$ cat src/rtl/prog_loader.sv
// Boot loader: takes a LEN/payload/CSUM byte frame, writes it to RAM, reads it back and verifies it.
// Latency: 1+2N+1+2N cycles from start to done for an unstalled N-byte frame.
// Backpressure: in_ready is high only in LEN/DATA/CSUM; bytes offered at other times are left unconsumed.
module prog_loader #(
    parameter int DEPTH = 128,
    parameter int AW    = 8,
    parameter int DW    = 8,
    parameter int BASE  = 0
) (
    input  logic          clk,
    input  logic          rst,
    input  logic          start,
    input  logic [DW-1:0] in_data,
    input  logic          in_valid,
    output logic          in_ready,
    output logic [AW-1:0] A,
    output logic [DW-1:0] wdata,
    input  logic [DW-1:0] rdata,
    output logic          ram_en_bar,
    output logic          we_bar,
    output logic          re_bar,
    output logic          cpu_hold,
    output logic          done,
    output logic          err,
    output logic [1:0]    err_code
);

    typedef enum logic [3:0] {
        IDLE, LEN, DATA, WRITE, CSUM, VRD, VCMP, DONE, ERR
    } state_t;

    localparam logic [AW-1:0] BASE_A = AW'(BASE);
    localparam logic [DW:0]   MAXLEN = (DW+1)'(DEPTH - BASE);

    state_t        state;
    logic [AW-1:0] addr;
    logic [DW-1:0] wdata_q;
    logic [DW-1:0] sum;
    logic [DW-1:0] vsum;
    logic [DW-1:0] len;
    logic [DW-1:0] count;
    logic [1:0]    err_code_q;

    logic          xfer;
    logic          len_bad;
    logic [DW-1:0] sum_next;
    logic [DW-1:0] vsum_next;
    logic [DW-1:0] cnt_next;

    assign xfer      = in_valid & in_ready;
    // A frame must fit between BASE and the top of memory.
    assign len_bad   = (in_data == '0) || ({1'b0, in_data} > MAXLEN);
    assign sum_next  = sum + in_data;
    assign vsum_next = vsum + rdata;
    assign cnt_next  = count + DW'(1);

    // Strobes and status are pure decodes of the state register.
    assign in_ready   = (state == LEN) || (state == DATA) || (state == CSUM);
    assign ram_en_bar = !((state == WRITE) || (state == VRD));
    assign we_bar     = (state != WRITE);
    assign re_bar     = (state != VRD);
    assign A          = addr;
    assign wdata      = wdata_q;
    assign cpu_hold   = (state != DONE);
    assign done       = (state == DONE);
    assign err        = (state == ERR);
    assign err_code   = err_code_q;

    always_ff @(posedge clk) begin
        if (rst) begin
            state      <= IDLE;
            addr       <= '0;
            wdata_q    <= '0;
            sum        <= '0;
            vsum       <= '0;
            len        <= '0;
            count      <= '0;
            err_code_q <= 2'd0;
        end else begin
            case (state)
                IDLE, DONE, ERR: begin
                    if (start) begin
                        state      <= LEN;
                        sum        <= '0;
                        count      <= '0;
                        addr       <= BASE_A;
                        err_code_q <= 2'd0;
                    end
                end
                LEN: begin
                    if (xfer) begin
                        len <= in_data;
                        sum <= in_data;
                        if (len_bad) begin
                            state      <= ERR;
                            err_code_q <= 2'd1;
                        end else begin
                            state <= DATA;
                        end
                    end
                end
                DATA: begin
                    if (xfer) begin
                        wdata_q <= in_data;
                        sum     <= sum_next;
                        state   <= WRITE;
                    end
                end
                WRITE: begin
                    addr  <= addr + AW'(1);
                    count <= cnt_next;
                    state <= (cnt_next == len) ? CSUM : DATA;
                end
                CSUM: begin
                    if (xfer) begin
                        sum <= sum_next;
                        if (sum_next != '0) begin
                            state      <= ERR;
                            err_code_q <= 2'd2;
                        end else begin
                            addr  <= BASE_A;
                            count <= '0;
                            vsum  <= len + in_data;
                            state <= VRD;
                        end
                    end
                end
                VRD: begin
                    state <= VCMP;
                end
                VCMP: begin
                    // rdata carries the byte strobed in the preceding VRD cycle.
                    vsum  <= vsum_next;
                    addr  <= addr + AW'(1);
                    count <= cnt_next;
                    if (cnt_next < len) begin
                        state <= VRD;
                    end else if (vsum_next != '0) begin
                        state      <= ERR;
                        err_code_q <= 2'd3;
                    end else begin
                        state <= DONE;
                    end
                end
                default: state <= IDLE;
            endcase
        end
    end

endmodule

$ cat config.mk
export PLATFORM = sky130hd
export DESIGN_NAME = prog_loader
export DESIGN_NICKNAME = d
export VERILOG_FILES = /design/src/rtl/prog_loader.sv
export SDC_FILE = /design/constraint.sdc
export NUM_CORES = 1
export LEC_CHECK = 0
export CORE_ASPECT_RATIO = 1.5
export CORE_MARGIN = 2
export CORE_UTILIZATION = 45
export DETAILED_ROUTE_END_ITERATION = 10
export PLACE_DENSITY = 0.65
export SETUP_SLACK_MARGIN = 0.1
export SLEW_MARGIN = 30
export SYNTH_ARGS = -nofsm -noshare
export SYNTH_HDL_FRONTEND = slang
export SYNTH_SLANG_ARGS = --single-unit
export TNS_END_PERCENT = 100
$ cat constraint.sdc
create_clock -name clk -period 3.1 [get_ports clk]
set_clock_uncertainty 0.05 [all_clocks]
set_input_delay 0.465 -clock clk [delete_from_list [all_inputs] [get_ports clk]]
set_output_delay 0.465 -clock clk [all_outputs]
set_load 0.02 [all_outputs]
# [Word-level counts from Yosys, hierarchy flattened]
# Cells that the tools add are included.
[op_classes] add_sub_neg=5 n_lt_le_gt_ge=2 eq_ne=22 bitwise=1 n_reduce_logical=23 mux=29
[ops] cell="$pmux W8 S3" count=3
[ops] cell="$mux W8" count=7
[ops] cell="$mux W4" count=8
[ops] cell="$pmux W4 S7" count=1
[ops] cell="$add A8 B8 Y8" count=3
[ops] cell="$add A8 B1 Y8 const B" count=2
[ops] cell="$eq A4 B3 Y1 const B" count=4
[ops] cell="$ne A2 B2 Y1 const B" count=8
[ops] cell="$pmux W8 S2" count=1
[ops] cell="$reduce_bool A8 Y1" count=2
[ops] cell="$mux W2" count=7
[ops] cell="$reduce_and A4 Y1" count=3
[ops] cell="$eq A4 B2 Y1 const B" count=2
[ops] cell="$eq A8 B8 Y1" count=1
[ops] cell="$gt A8 B8 Y1 const B" count=1
[ops] cell="$logic_not A8 Y1" count=1
[ops] cell="$lt A8 B8 Y1" count=1
[ops] cell="$ne A4 B3 Y1 const B" count=2
[ops] cell="$pmux W2 S4" count=1
[ops] cell="$reduce_and A8 Y1" count=1
[ops] cell="$reduce_bool A3 Y1" count=2
[ops] cell="$eq A4 B1 Y1 const B" count=1
[ops] cell="$eq A4 B4 Y1 const B" count=1
[ops] cell="$logic_not A4 Y1" count=1
[ops] cell="12 further kinds" count=18
[word_totals] regBits=54 input_bits=20 output_inout_bits=25 word_cells=90

# [Longest topological paths before layout]
# Gate-level depths: netlist (run 1).
[logic_depth] depth_word=6 ltp_mapped=12 ltp_nobuf=12

# [Least setup slack after synthesis (run 1)]
# OpenSTA, ideal clock, no wires.
[synth_timing] kind="input to register" start="in rdata[0]" end="reg err_code_q[1], in the netlist err_code[1]" required_ns=2.927 n_path_buf=0 t_arrival_ns=2.634 slack_ns=0.292 stages=8 cell_sequence="ha_1 > fa_1 > xor2_1 > or3_1 > or4_1 > o2bb2ai_2 > a21oi_2 > mux2_1"
[synth_via] elab_chain_cells=4
[synth_rtl] item="from (decl)" line="18" source="input logic [DW-1:0] rdata,"
[synth_rtl] item="$add A8 B8 Y8" line="54" source="assign vsum_next = vsum + rdata;"
[synth_rtl] item="$reduce_bool A8 Y1" line="138" source="end else if (vsum_next != '0) begin"
[synth_rtl] item="$ne A2 B2 Y1 (no line)"
[synth_rtl] item="$reduce_and A8 Y1 (no line)"
[synth_rtl] item="to (signal assigned)" line="78" source="err_code_q <= 2'd0;"
[synth_rtl] item="to (signal assigned)" line="87" source="err_code_q <= 2'd0;"
[synth_rtl] item="to (signal assigned)" line="140" source="err_code_q <= 2'd3;"
[synth_rtl] item="to (decl)" line="42" source="logic [1:0] err_code_q;"
# No other way between the ends.
# A chain may end at the register's enable or synchronous reset.

# [Worst setup path after layout (run 1)]
[layout_timing] start="in rdata[1]" end="reg err_code_q[1], in the netlist err_code[1]"
# Same word-level chain as after synthesis.

==> reports/qor.csv, run 1 <==
stage;metric;value;unit
detailed_routing;via_count;4000;
clock_tree;clockRootBuffer;clkbuf_16;
run;drv.max_cap_violation_count;0;
clock_tree;ctsLongestPathBuffers;2;
finish;mostFrequentLayoutCell;nor2_1;
yosys;yosys_warnings;0;
placed_design;post_dp_cell_area;0.00478;sq mm
global_routing;grt-ovfl-total;0;
detailed_routing;dr.first_iter.drc_count;242;
placed_design;detailedPlacementHpwl;8.51;mm
timing;worst_slew_margin_rel;49.5;%
worst_setup_path;setup.worst_path.end_class;register;
timing;tightestPinTransition;751;ps
worst_setup_path;path_depth;9;
floorplan;die-width;81.0;um
timing;final_sum_of_negative_setup_slack;0;ps
timing;rsz0062_at_grt;yes;
finish;antenna_cells_inserted;0;
worst_setup_path;type_of_the_setup_path_with_the_least_slack;input port to register;
clock_tree;clk_latency;310;ps
yosys;syn_area;0.00400;sq mm
worst_setup_path;cp_top_family;simple AND/OR/NAND/NOR gates;
timing;fin_crit_sh;93.1;%
global_routing;grt_max_degree;39;
finish;finalNetCount;627;
clock_tree;number_of_sinks_on_the_clock_net;54;
global_routing;grt_pass1_wl;18.0;mm
worst_setup_path;worstPathMaxFanout;4;
floorplan;core_footprint;0.00872;sq mm
min_path;hold_path.class;register to register;
floorplan;floorplan.initialDensity;45.9;%
clock_tree;cts_tree;built;
worst_setup_path;required;3240;ps
global_routing;groute.usage.overall;23.7;%
global_routing;via_count_of_the_first_global_routing_pass;3825;
yosys;synth_cell_type_count;66;
power;total_leakage_power;2.05;nW
clock_tree;holdBufCountCts;0;
clock_tree;clock_slew_at_the_register_clock_pins_of_the_worst_setup_and_hold_paths;70;ps
floorplan;die_y_extent;120;um
detailed_routing;remaining_routing_drc_violations;0;
detailed_routing;drt_pre_antenna_iters;4;
timing;hold_slack;416;ps
worst_setup_path;worstPathCellList;clkdlybuf4s50_1 -> ha_1 -> a211oi_4 -> or4_1 -> nand4_1 -> or4_4 -> o2bb2ai_4 -> a21oi_2 -> mux2_1;
floorplan;floorplan.die_area;0.00968;sq mm
detailed_routing;routed_wire_length_per_instance;16.2;um
global_routing;antenna_found_initial;0;
clock_tree;count_of_h_tree_levels_built_during_cts;2;
timing;max_freq;347;MHz
yosys;synth_ff_type;dfxtp_1;
yosys;synth_cells;505;
finish;flow.area_growth_from_synthesis;25.8;%
detailed_routing;drt_wl_total;11.1;mm
worst_setup_path;cpMaxStageDelayCell;or4_4;
floorplan;pin_count;45;
power;power_per_cell_area;674;mW/mm^2
yosys;avgSynthCellArea;7.93;sq um
yosys;asyncSetResetFlopFracSynth;0;%
yosys;yosys_register_bits;54;
timing;setup_violations;0;
power;vdd_drop_max;0.559;mV
finish;filler_cells_inserted;857;
timing;slew_viol_final;0;
worst_setup_path;critPathMaxStageDelay;590;ps
timing;finalHoldViolCount;0;
clock_tree;cts_inserted_buffers;5;
yosys;edff_count_synth;0;
run_status;outcome;finished clean;
placed_design;place_congestion;0.949;
finish;layout_cells_sized_above_1;12.9;%
detailed_routing;vias_per_cell;5.85;
power;p_total;0.00339;W
timing;final.setup.worst_slack;214;ps
detailed_routing;route.antenna.remaining_nets;0;
yosys;synth-seq-area-share;27.0;%
placed_design;placement.setup.worst_slack;-285;ps
finish;final_area;0.00503;sq mm
finish;final_cell_mix;61 x nor2_1, 54 x dfxtp_1, 43 x clkdlybuf4s50_1;
timing;period_needed;2890;ps
worst_setup_path;cp_data_arrival_time;3030;ps
yosys;synth_net_count;559;
worst_setup_path;critical_path.startpoint_type;input port;
worst_setup_path;path_buf_inv;1;
min_path;min_delay_path_depth;2;
floorplan;placement_rows;42;
worst_setup_path;worst_r2r_path_depth;10;
placed_design;number_of_i_o_port_buffers;44;
==> cell usage after synthesis, types with 8 or more instances <==
library cell	n	share of area, %
ha_1	31	9.7
a211oi_1	15	2.8
o21ai_0	22	2.8
a311oi_1	11	2.4
a21o_1	8	1.5
nor2_1	63	5.9
clkbuf_1	12	1.1
nor3_1	9	1.1
dfxtp_1	54	27
a21oi_1	43	5.4
inv_1	24	2.3
nand2_1	40	3.7
mux2i_1	16	4.0
nand3_1	19	2.4
and3_1	8	1.3
xnor2_1	14	3.1
==> per-stage QoR <==
step                util (%)  cells
finish                  57.7    684
global route            57.7    684
CTS                     57.0    684
detailed placement      54.8    675
global placement        54.8    675
floorplan                  -    505
==> worst reg2reg max path: cells and delay by family (launching register included) <==
kind | cells | cell delay [ps]
compound gates | 5 | 990
fa+ha+maj | 1 | 260
flops | 1 | 420
simple gates | 2 | 510
mux | 1 | 310
xor+xnor | 1 | 170
==> routing by layer <==
layer	up-vias	part of all wire (%)	GRT usage, %
li1	1981	-	-
met1	1916	41	26.8
met2	83	54	43.8
met3	20	3.3	3.53
met4	0	2.5	8.37
met5	-	0	0
==> what timing repair did <==
item | CTS | global route
pin swaps | 1 | 6
endpoints found under the setup margin | 1 | 29
resized for setup | 1 | 15
setup buffers | 1 | 0
gates cloned | 0 | 0
==> worst paths after layout <==
kind	slack [ps]	from	end
setup / recovery	210	rdata[1]	err_code[1]
hold reg to reg	420	count[7]	count[7]
setup reg to reg	290	count[2]	err_code[1]
hold / removal	420	count[7]	count[7]
==> flip-flops by register name, summed over array words and instances, names as in the netlist <==
| register | flops |
|---|---|
| A | 8 |
| count | 8 |
| err_code | 2 |
| len | 8 |
| state | 4 |
| sum | 8 |
| vsum | 8 |
| wdata | 8 |
==> power by group <==
part / switching, W / internal, W
Combinational: 0.00100 / 0.000811
Sequential: 0.000102 / 0.000793
Clock: 0.000280 / 0.000407
Total: 0.00138 / 0.00201
==> cell type report <==
cell class / count / area, sq um / area share (%)
Clock buffer: 6 / 139 / 2.76
Inverter: 24 / 90.1 / 1.79
Sequential cell: 54 / 1080 / 21.5
Tap cell: 110 / 138 / 2.73
Multi-Input combinational cell: 405 / 2810 / 55.8
Clock inverter: 2 / 38.8 / 0.770
Timing Repair Buffer: 83 / 741 / 14.7
==> cell families (layout without fill, tap and decap cells) <==
family	Yosys count	count (layout)	share of synthesized area, %
muxes	17	17	4.28
adders and majority gates	34	34	11.2
xor gates and xnor gates	21	21	4.59
and+or+nand+nor	184	184	22.9
AOI/OAI and AO/OA	149	149	25.4
DFF	54	54	27.0
buffers and inverters	46	115	4.63
(Power assumes the default switching activity.)
==> run 2, diff against run 1 <==
--- a/config.mk
+++ b/config.mk
@@ -7,9 +7,9 @@
 export LEC_CHECK = 0
 export CORE_ASPECT_RATIO = 1.5
 export CORE_MARGIN = 2
-export CORE_UTILIZATION = 45
+export CORE_UTILIZATION = 57
 export DETAILED_ROUTE_END_ITERATION = 10
-export PLACE_DENSITY = 0.65
+export PLACE_DENSITY = 0.8
 export SETUP_SLACK_MARGIN = 0.1
 export SLEW_MARGIN = 30
 export SYNTH_ARGS = -nofsm -noshare
==> reports/qor.csv, run 2 (same netlist as run 1, synthesis figures left out) <==
stage;metric;value;unit
worst_setup_path;critPathMaxStageDelay;570;ps
floorplan;core_footprint;0.00685;sq mm
worst_setup_path;cp_top_family;simple AND/OR/NAND/NOR gates;
global_routing;antenna_found_initial;0;
worst_setup_path;worst_r2r_path_depth;10;
finish;layout_cells_sized_above_1;13.5;%
finish;flow.area_growth_from_synthesis;24.0;%
min_path;hold-path-endpoint;A[7];
worst_setup_path;cpMaxStageDelayCell;or4_4;
placed_design;dp.cells;647;
detailed_routing;via_count;4056;
placed_design;detailedPlacementHpwl;8.28;mm
placed_design;post_dp_cell_area;0.00477;sq mm
clock_tree;cts_inserted_buffers;5;
global_routing;grt-ovfl-total;0;
finish;final_area;0.00497;sq mm
worst_setup_path;r2r-end;err_code[1];
finish;final_cell_mix;63 x nor2_1, 54 x dfxtp_1, 43 x clkdlybuf4s50_1, 43 x buf_4, 40 x nand2_1;
detailed_routing;drt_wl_total;10.8;mm
worst_setup_path;required;3260;ps
timing;slew_viol_final;0;
detailed_routing;dr.first_iter.drc_count;205;
worst_setup_path;path_depth;8;
clock_tree;number_of_sinks_on_the_clock_net;54;
detailed_routing;remaining_routing_drc_violations;0;
min_path;hold_path.class;register to register;
power;power_per_cell_area;654;mW/mm^2
worst_setup_path;worstPathMaxFanout;3;
global_routing;via_count_of_the_first_global_routing_pass;4029;
timing;period_needed;2940;ps
floorplan;pin_count;45;
worst_setup_path;critical_path.startpoint_type;input port;
timing;rsz0062_at_grt;no;
timing;max_freq;340;MHz
placed_design;place_congestion;0.959;
clock_tree;holdBufCountCts;0;
min_path;min_from;A[7];
global_routing;groute.usage.overall;28.8;%
floorplan;placement_rows;37;
worst_setup_path;launch_instance_of_the_worst_register_to_register_path;count[2];
worst_setup_path;path_buf_inv;1;
finish;antenna_cells_inserted;0;
clock_tree;ctsLongestPathBuffers;2;
power;total_leakage_power;2.05;nW
clock_tree;clk_latency;310;ps
worst_setup_path;worstPathCellList;clkdlybuf4s50_1 -> ha_1 -> fa_2 -> or3_1 -> or4_4 -> o2bb2ai_4 -> a21oi_2 -> mux2_1;
clock_tree;clockRootBuffer;clkbuf_8;
timing;finalHoldViolCount;0;
finish;finish.cell_count_without_fillers;657;
detailed_routing;vias_per_cell;6.17;
worst_setup_path;cp_data_arrival_time;3100;ps
run_status;outcome;finished clean;
detailed_routing;drt_pre_antenna_iters;4;
worst_setup_path;ff2ff_setup_slack;340;ps
finish;mostFrequentLayoutCell;nor2_1;
placed_design;number_of_i_o_port_buffers;44;
floorplan;die_y_extent;107;um
timing;tightestPinTransition;759;ps
clock_tree;clock_slew_at_the_register_clock_pins_of_the_worst_setup_and_hold_paths;100;ps
finish;final_util;72.5;%
detailed_routing;route.antenna.remaining_nets;0;
floorplan;die-width;72.4;um
power;vdd_drop_max;0.520;mV
floorplan;floorplan.initialDensity;58.4;%
timing;worst_slew_margin_rel;49.0;%
timing;setup_violations;0;
finish;finalNetCount;632;
clock_tree;count_of_h_tree_levels_built_during_cts;2;
run;drv.max_cap_violation_count;0;
global_routing;grt_pass1_wl;18.0;mm
detailed_routing;routed_wire_length_per_instance;16.5;um
min_path;min_delay_path_depth;1;
global_routing;grt_max_degree;39;
clock_tree;cts_tree;built;
worst_setup_path;type_of_the_setup_path_with_the_least_slack;input port to register;
power;p_total;0.00325;W
worst_setup_path;setup.worst_path.end_class;register;
timing;fin_crit_sh;94.9;%
floorplan;floorplan.die_area;0.00772;sq mm
## run 2: cell types whose count changed in the layout (fill, tap and decap cells not counted), moves of 2 or more
| cell | previous run | this run |
|---|---|---|
| nor2_1 | 61 | 63 |
| nor2_2 | 2 | 0 |
| clkbuf_16 | 5 | 0 |
| a211oi_2 | 2 | 4 |
| buf_4 | 38 | 43 |
| clkbuf_8 | 1 | 6 |
## run 2: worst reg2reg max path: stages, from the launching register on
cell       delay (ps)
dfxtp_1           420
and3_1            250
and3_1            250
nand3_1           110
xnor2_1           160
ha_1              320
nand4_1           110
o21bai_1          270
o2bb2ai_4         210
a21oi_2           170
mux2_1            330
## run 2: report_power, final
part	switching (W)	internal, W	total, W
clock	0.000243	0.000266	0.000509
sequential	0.000110	0.000793	0.000903
combinational	0.00102	0.000816	0.00184
## run 2: timing repair
item                       CTS  global route
setup endpoints to repair    6            25
buffers inserted             1             1
resized for setup            3            11
pin swaps                    2             4
## run 2: area by class of cell
| type | instances | area [sq um] |
|---|---|---|
| Timing Repair Buffer | 88 | 778 |
| Tap cell | 78 | 97.6 |
| Clock buffer | 6 | 82.6 |
| Inverter | 24 | 90.1 |
| Multi-Input combinational cell | 405 | 2800 |
| Fill cell | 545 | 1890 |
| Clock inverter | 2 | 38.8 |
| Sequential cell | 54 | 1080 |
## run 2: how the worst max path moves through the flow
stage / start / to
6_report: rdata[0] / err_code[1]
5_1_grt: rdata[0] / err_code[1]
3_5_place_dp: rdata[0] / err_code[1]
2_1_floorplan: rdata[0] / err_code[1]
3_3_place_gp: rdata[0] / err_code[1]
4_1_cts: rdata[0] / err_code[1]
## run 2: layer usage
metal	GRT usage (%)	routed length [um]
met5	0	0
met4	11.9	342
met3	3.29	393
met2	54.2	5830
met1	31.7	4260
## run 2: through the flow
stage | setup WS, ps | setup TNS, ps | hold slack [ps]
detailed placement | -268 | -5110 | 419
global placement | -220 | -2810 | 400
floorplan | 292 | 0 | 394
CTS | 96.5 | 0 | 440
finish | 158 | 0 | 435
global route | 106 | 0 | 463
==> run 3, diff against run 2 <==
--- a/config.mk
+++ b/config.mk
@@ -5,11 +5,13 @@
 export SDC_FILE = /design/constraint.sdc
 export NUM_CORES = 1
 export LEC_CHECK = 0
+export CELL_PAD_IN_SITES_DETAIL_PLACEMENT = 0
+export CELL_PAD_IN_SITES_GLOBAL_PLACEMENT = 1
 export CORE_ASPECT_RATIO = 1.5
 export CORE_MARGIN = 2
-export CORE_UTILIZATION = 57
+export CORE_UTILIZATION = 42
 export DETAILED_ROUTE_END_ITERATION = 10
-export PLACE_DENSITY = 0.8
+export PLACE_DENSITY = 0.79
 export SETUP_SLACK_MARGIN = 0.1
 export SLEW_MARGIN = 30
 export SYNTH_ARGS = -nofsm -noshare
==> reports/qor.csv, run 3 (same netlist as run 1, synthesis figures left out) <==
stage;metric;value;unit
run_status;outcome;finished clean;
timing;rsz0062_at_grt;no;
worst_setup_path;worst_r2r_path_depth;10;
placed_design;number_of_i_o_port_buffers;44;
timing;tightestPinTransition;659;ps
placed_design;place_congestion;0.990;
worst_setup_path;type_of_the_setup_path_with_the_least_slack;input port to register;
power;power_switching;0.00142;W
power;p_total;0.00353;W
finish;finalNetCount;638;
finish;final_util;55.5;%
run;drv.max_cap_violation_count;0;
worst_setup_path;cp_data_arrival_time;3090;ps
global_routing;grt_pass1_wl;18.8;mm
worst_setup_path;required;3230;ps
finish;mostFrequentLayoutCell;nor2_1;
detailed_routing;dr.first_iter.drc_count;143;
global_routing;groute.usage.overall;22.5;%
worst_setup_path;worstPathMaxFanout;2;
worst_setup_path;setup.worst_path.end_class;register;
worst_setup_path;launch_instance_of_the_worst_register_to_register_path;count[2];
global_routing;via_count_of_the_first_global_routing_pass;3880;
clock_tree;clk_latency;300;ps
min_path;hold_path.class;register to register;
timing;fin_crit_sh;95.3;%
finish;flow.area_growth_from_synthesis;28.3;%
floorplan;placement_rows;43;
detailed_routing;routed_wire_length_per_instance;16.5;um
power;total_leakage_power;2.12;nW
clock_tree;clockRootBuffer;clkbuf_16;
clock_tree;cts_tree;built;
timing;setup_violations;0;
global_routing;grt_max_degree;32;
detailed_routing;vias_per_cell;5.69;
detailed_routing;met2_length;6.26;mm
clock_tree;clock_slew_at_the_register_clock_pins_of_the_worst_setup_and_hold_paths;70;ps
finish;filler_cells_inserted;915;
global_routing;grt-ovfl-total;0;
worst_setup_path;cp_top_family;simple AND/OR/NAND/NOR gates;
worst_setup_path;ff2ff_setup_slack;330;ps
floorplan;core_footprint;0.00925;sq mm
finish;final_cell_mix;62 x nor2_1, 54 x dfxtp_1, 49 x buf_4;
floorplan;floorplan.die_area;0.0103;sq mm
finish;layout_cells_sized_above_1;14.9;%
floorplan;floorplan.initialDensity;43.3;%
worst_setup_path;path_buf_inv;1;
power;internal-power;0.00211;W
timing;max_freq;339;MHz
min_path;min_from;len[1];
detailed_routing;met1Wirelength;4.65;mm
detailed_routing;remaining_routing_drc_violations;0;
clock_tree;holdBufCountCts;0;
detailed_routing;via_count;3965;
detailed_routing;drt_pre_antenna_iters;4;
min_path;hold-path-endpoint;len[1];
finish;antenna_cells_inserted;0;
clock_tree;ctsLongestPathBuffers;2;
power;share_clk_of_total_power;19.2;%
finish;final_area;0.00514;sq mm
min_path;min_delay_path_depth;2;
placed_design;detailedPlacementHpwl;8.99;mm
clock_tree;number_of_sinks_on_the_clock_net;54;
floorplan;pin_count;45;
timing;slew_viol_final;0;
placed_design;post_dp_cell_area;0.00486;sq mm
timing;worst_slew_margin_rel;55.7;%
detailed_routing;routed-wl-met3;280;um
clock_tree;count_of_h_tree_levels_built_during_cts;2;
detailed_routing;highest-signal-layer;met4;
power;vdd_drop_max;0.441;mV
timing;finalHoldViolCount;0;
worst_setup_path;r2r-end;err_code[1];
detailed_routing;drt_wl_total;11.5;mm
clock_tree;cts_inserted_buffers;5;
timing;period_needed;2950;ps
worst_setup_path;worstPathCellList;clkdlybuf4s50_1 -> ha_2 -> fa_2 -> or3_1 -> or4_4 -> o2bb2ai_4 -> a21oi_2 -> mux2_1;
detailed_routing;route.antenna.remaining_nets;0;
power;comb_power_share;55.2;%
global_routing;antenna_found_initial;0;
power;seq_power_share;25.5;%
floorplan;die_y_extent;124;um
floorplan;die-width;83.7;um
worst_setup_path;critPathMaxStageDelay;570;ps
power;netSwitchingFraction;40.3;%
worst_setup_path;critical_path.startpoint_type;input port;
worst_setup_path;cpMaxStageDelayCell;or4_4;
power;power_per_cell_area;687;mW/mm^2
run 3: how the worst max path moves through the flow:
stage | startpoint | to | slack [ps] | cells after the start
6_report | rdata[0] | err_code[1] | 150 | 8
5_1_grt | in_data[0] | vsum[4] | 90 | 12
4_1_cts | in_data[0] | A[1] | 110 | 11
3_5_place_dp | rdata[0] | err_code[1] | -270 | 9
3_3_place_gp | rdata[0] | err_code[1] | -230 | 9
2_1_floorplan | rdata[0] | err_code[1] | 290 | 8
run 3: routing by layer:
metal	track usage (%)	vias up
li1	-	2004
met5	0	-
met2	42.7	78
met3	2.32	18
met4	8.47	0
met1	25.9	1865
run 3: power groups by stage:
stage	clock (W)	combinational, W	sequential, W
after floorplan	0	0.00117	0.000881
after global placement	0	0.00181	0.000910
after detailed placement	0	0.00182	0.000913
after CTS	0.000697	0.00185	0.000898
after global routing	0.000730	0.00214	0.000916
final	0.000679	0.00195	0.000902
run 3: area by class of cell:
cell class                 instances  area, sq um  area share, %
clock buffer                       6          139           2.70
inverter                          24         90.1           1.75
sequential                        54         1080           21.0
tap                              112          140           2.73
timing repair buffer              94          823           16.0
clock inverter                     2         38.8          0.755
multi-input combinational        405         2830           55.0
run 3: stage by stage:
step | worst slack, ps | hold WS, ps | setup TNS, ps | std cells
finish | 146 | 429 | 0 | 697
detailed placement | -265 | 417 | -4390 | 687
global placement | -226 | 402 | -3360 | 687
CTS | 111 | 427 | 0 | 696
global route | 91.7 | 449 | 0 | 697
floorplan | 292 | 394 | 0 | 505
run 3: worst min-delay path, stage by stage (launching register included):
cell,delay [ps]
dfxtp_1,330
nand2_1,60
a21oi_1,50
run 3: what timing repair did:
item	CTS	global route
setup buffers	1	1
cloned	0	0
endpoints found under the setup margin	2	29
resized for setup	1	18
pin swaps	1	4
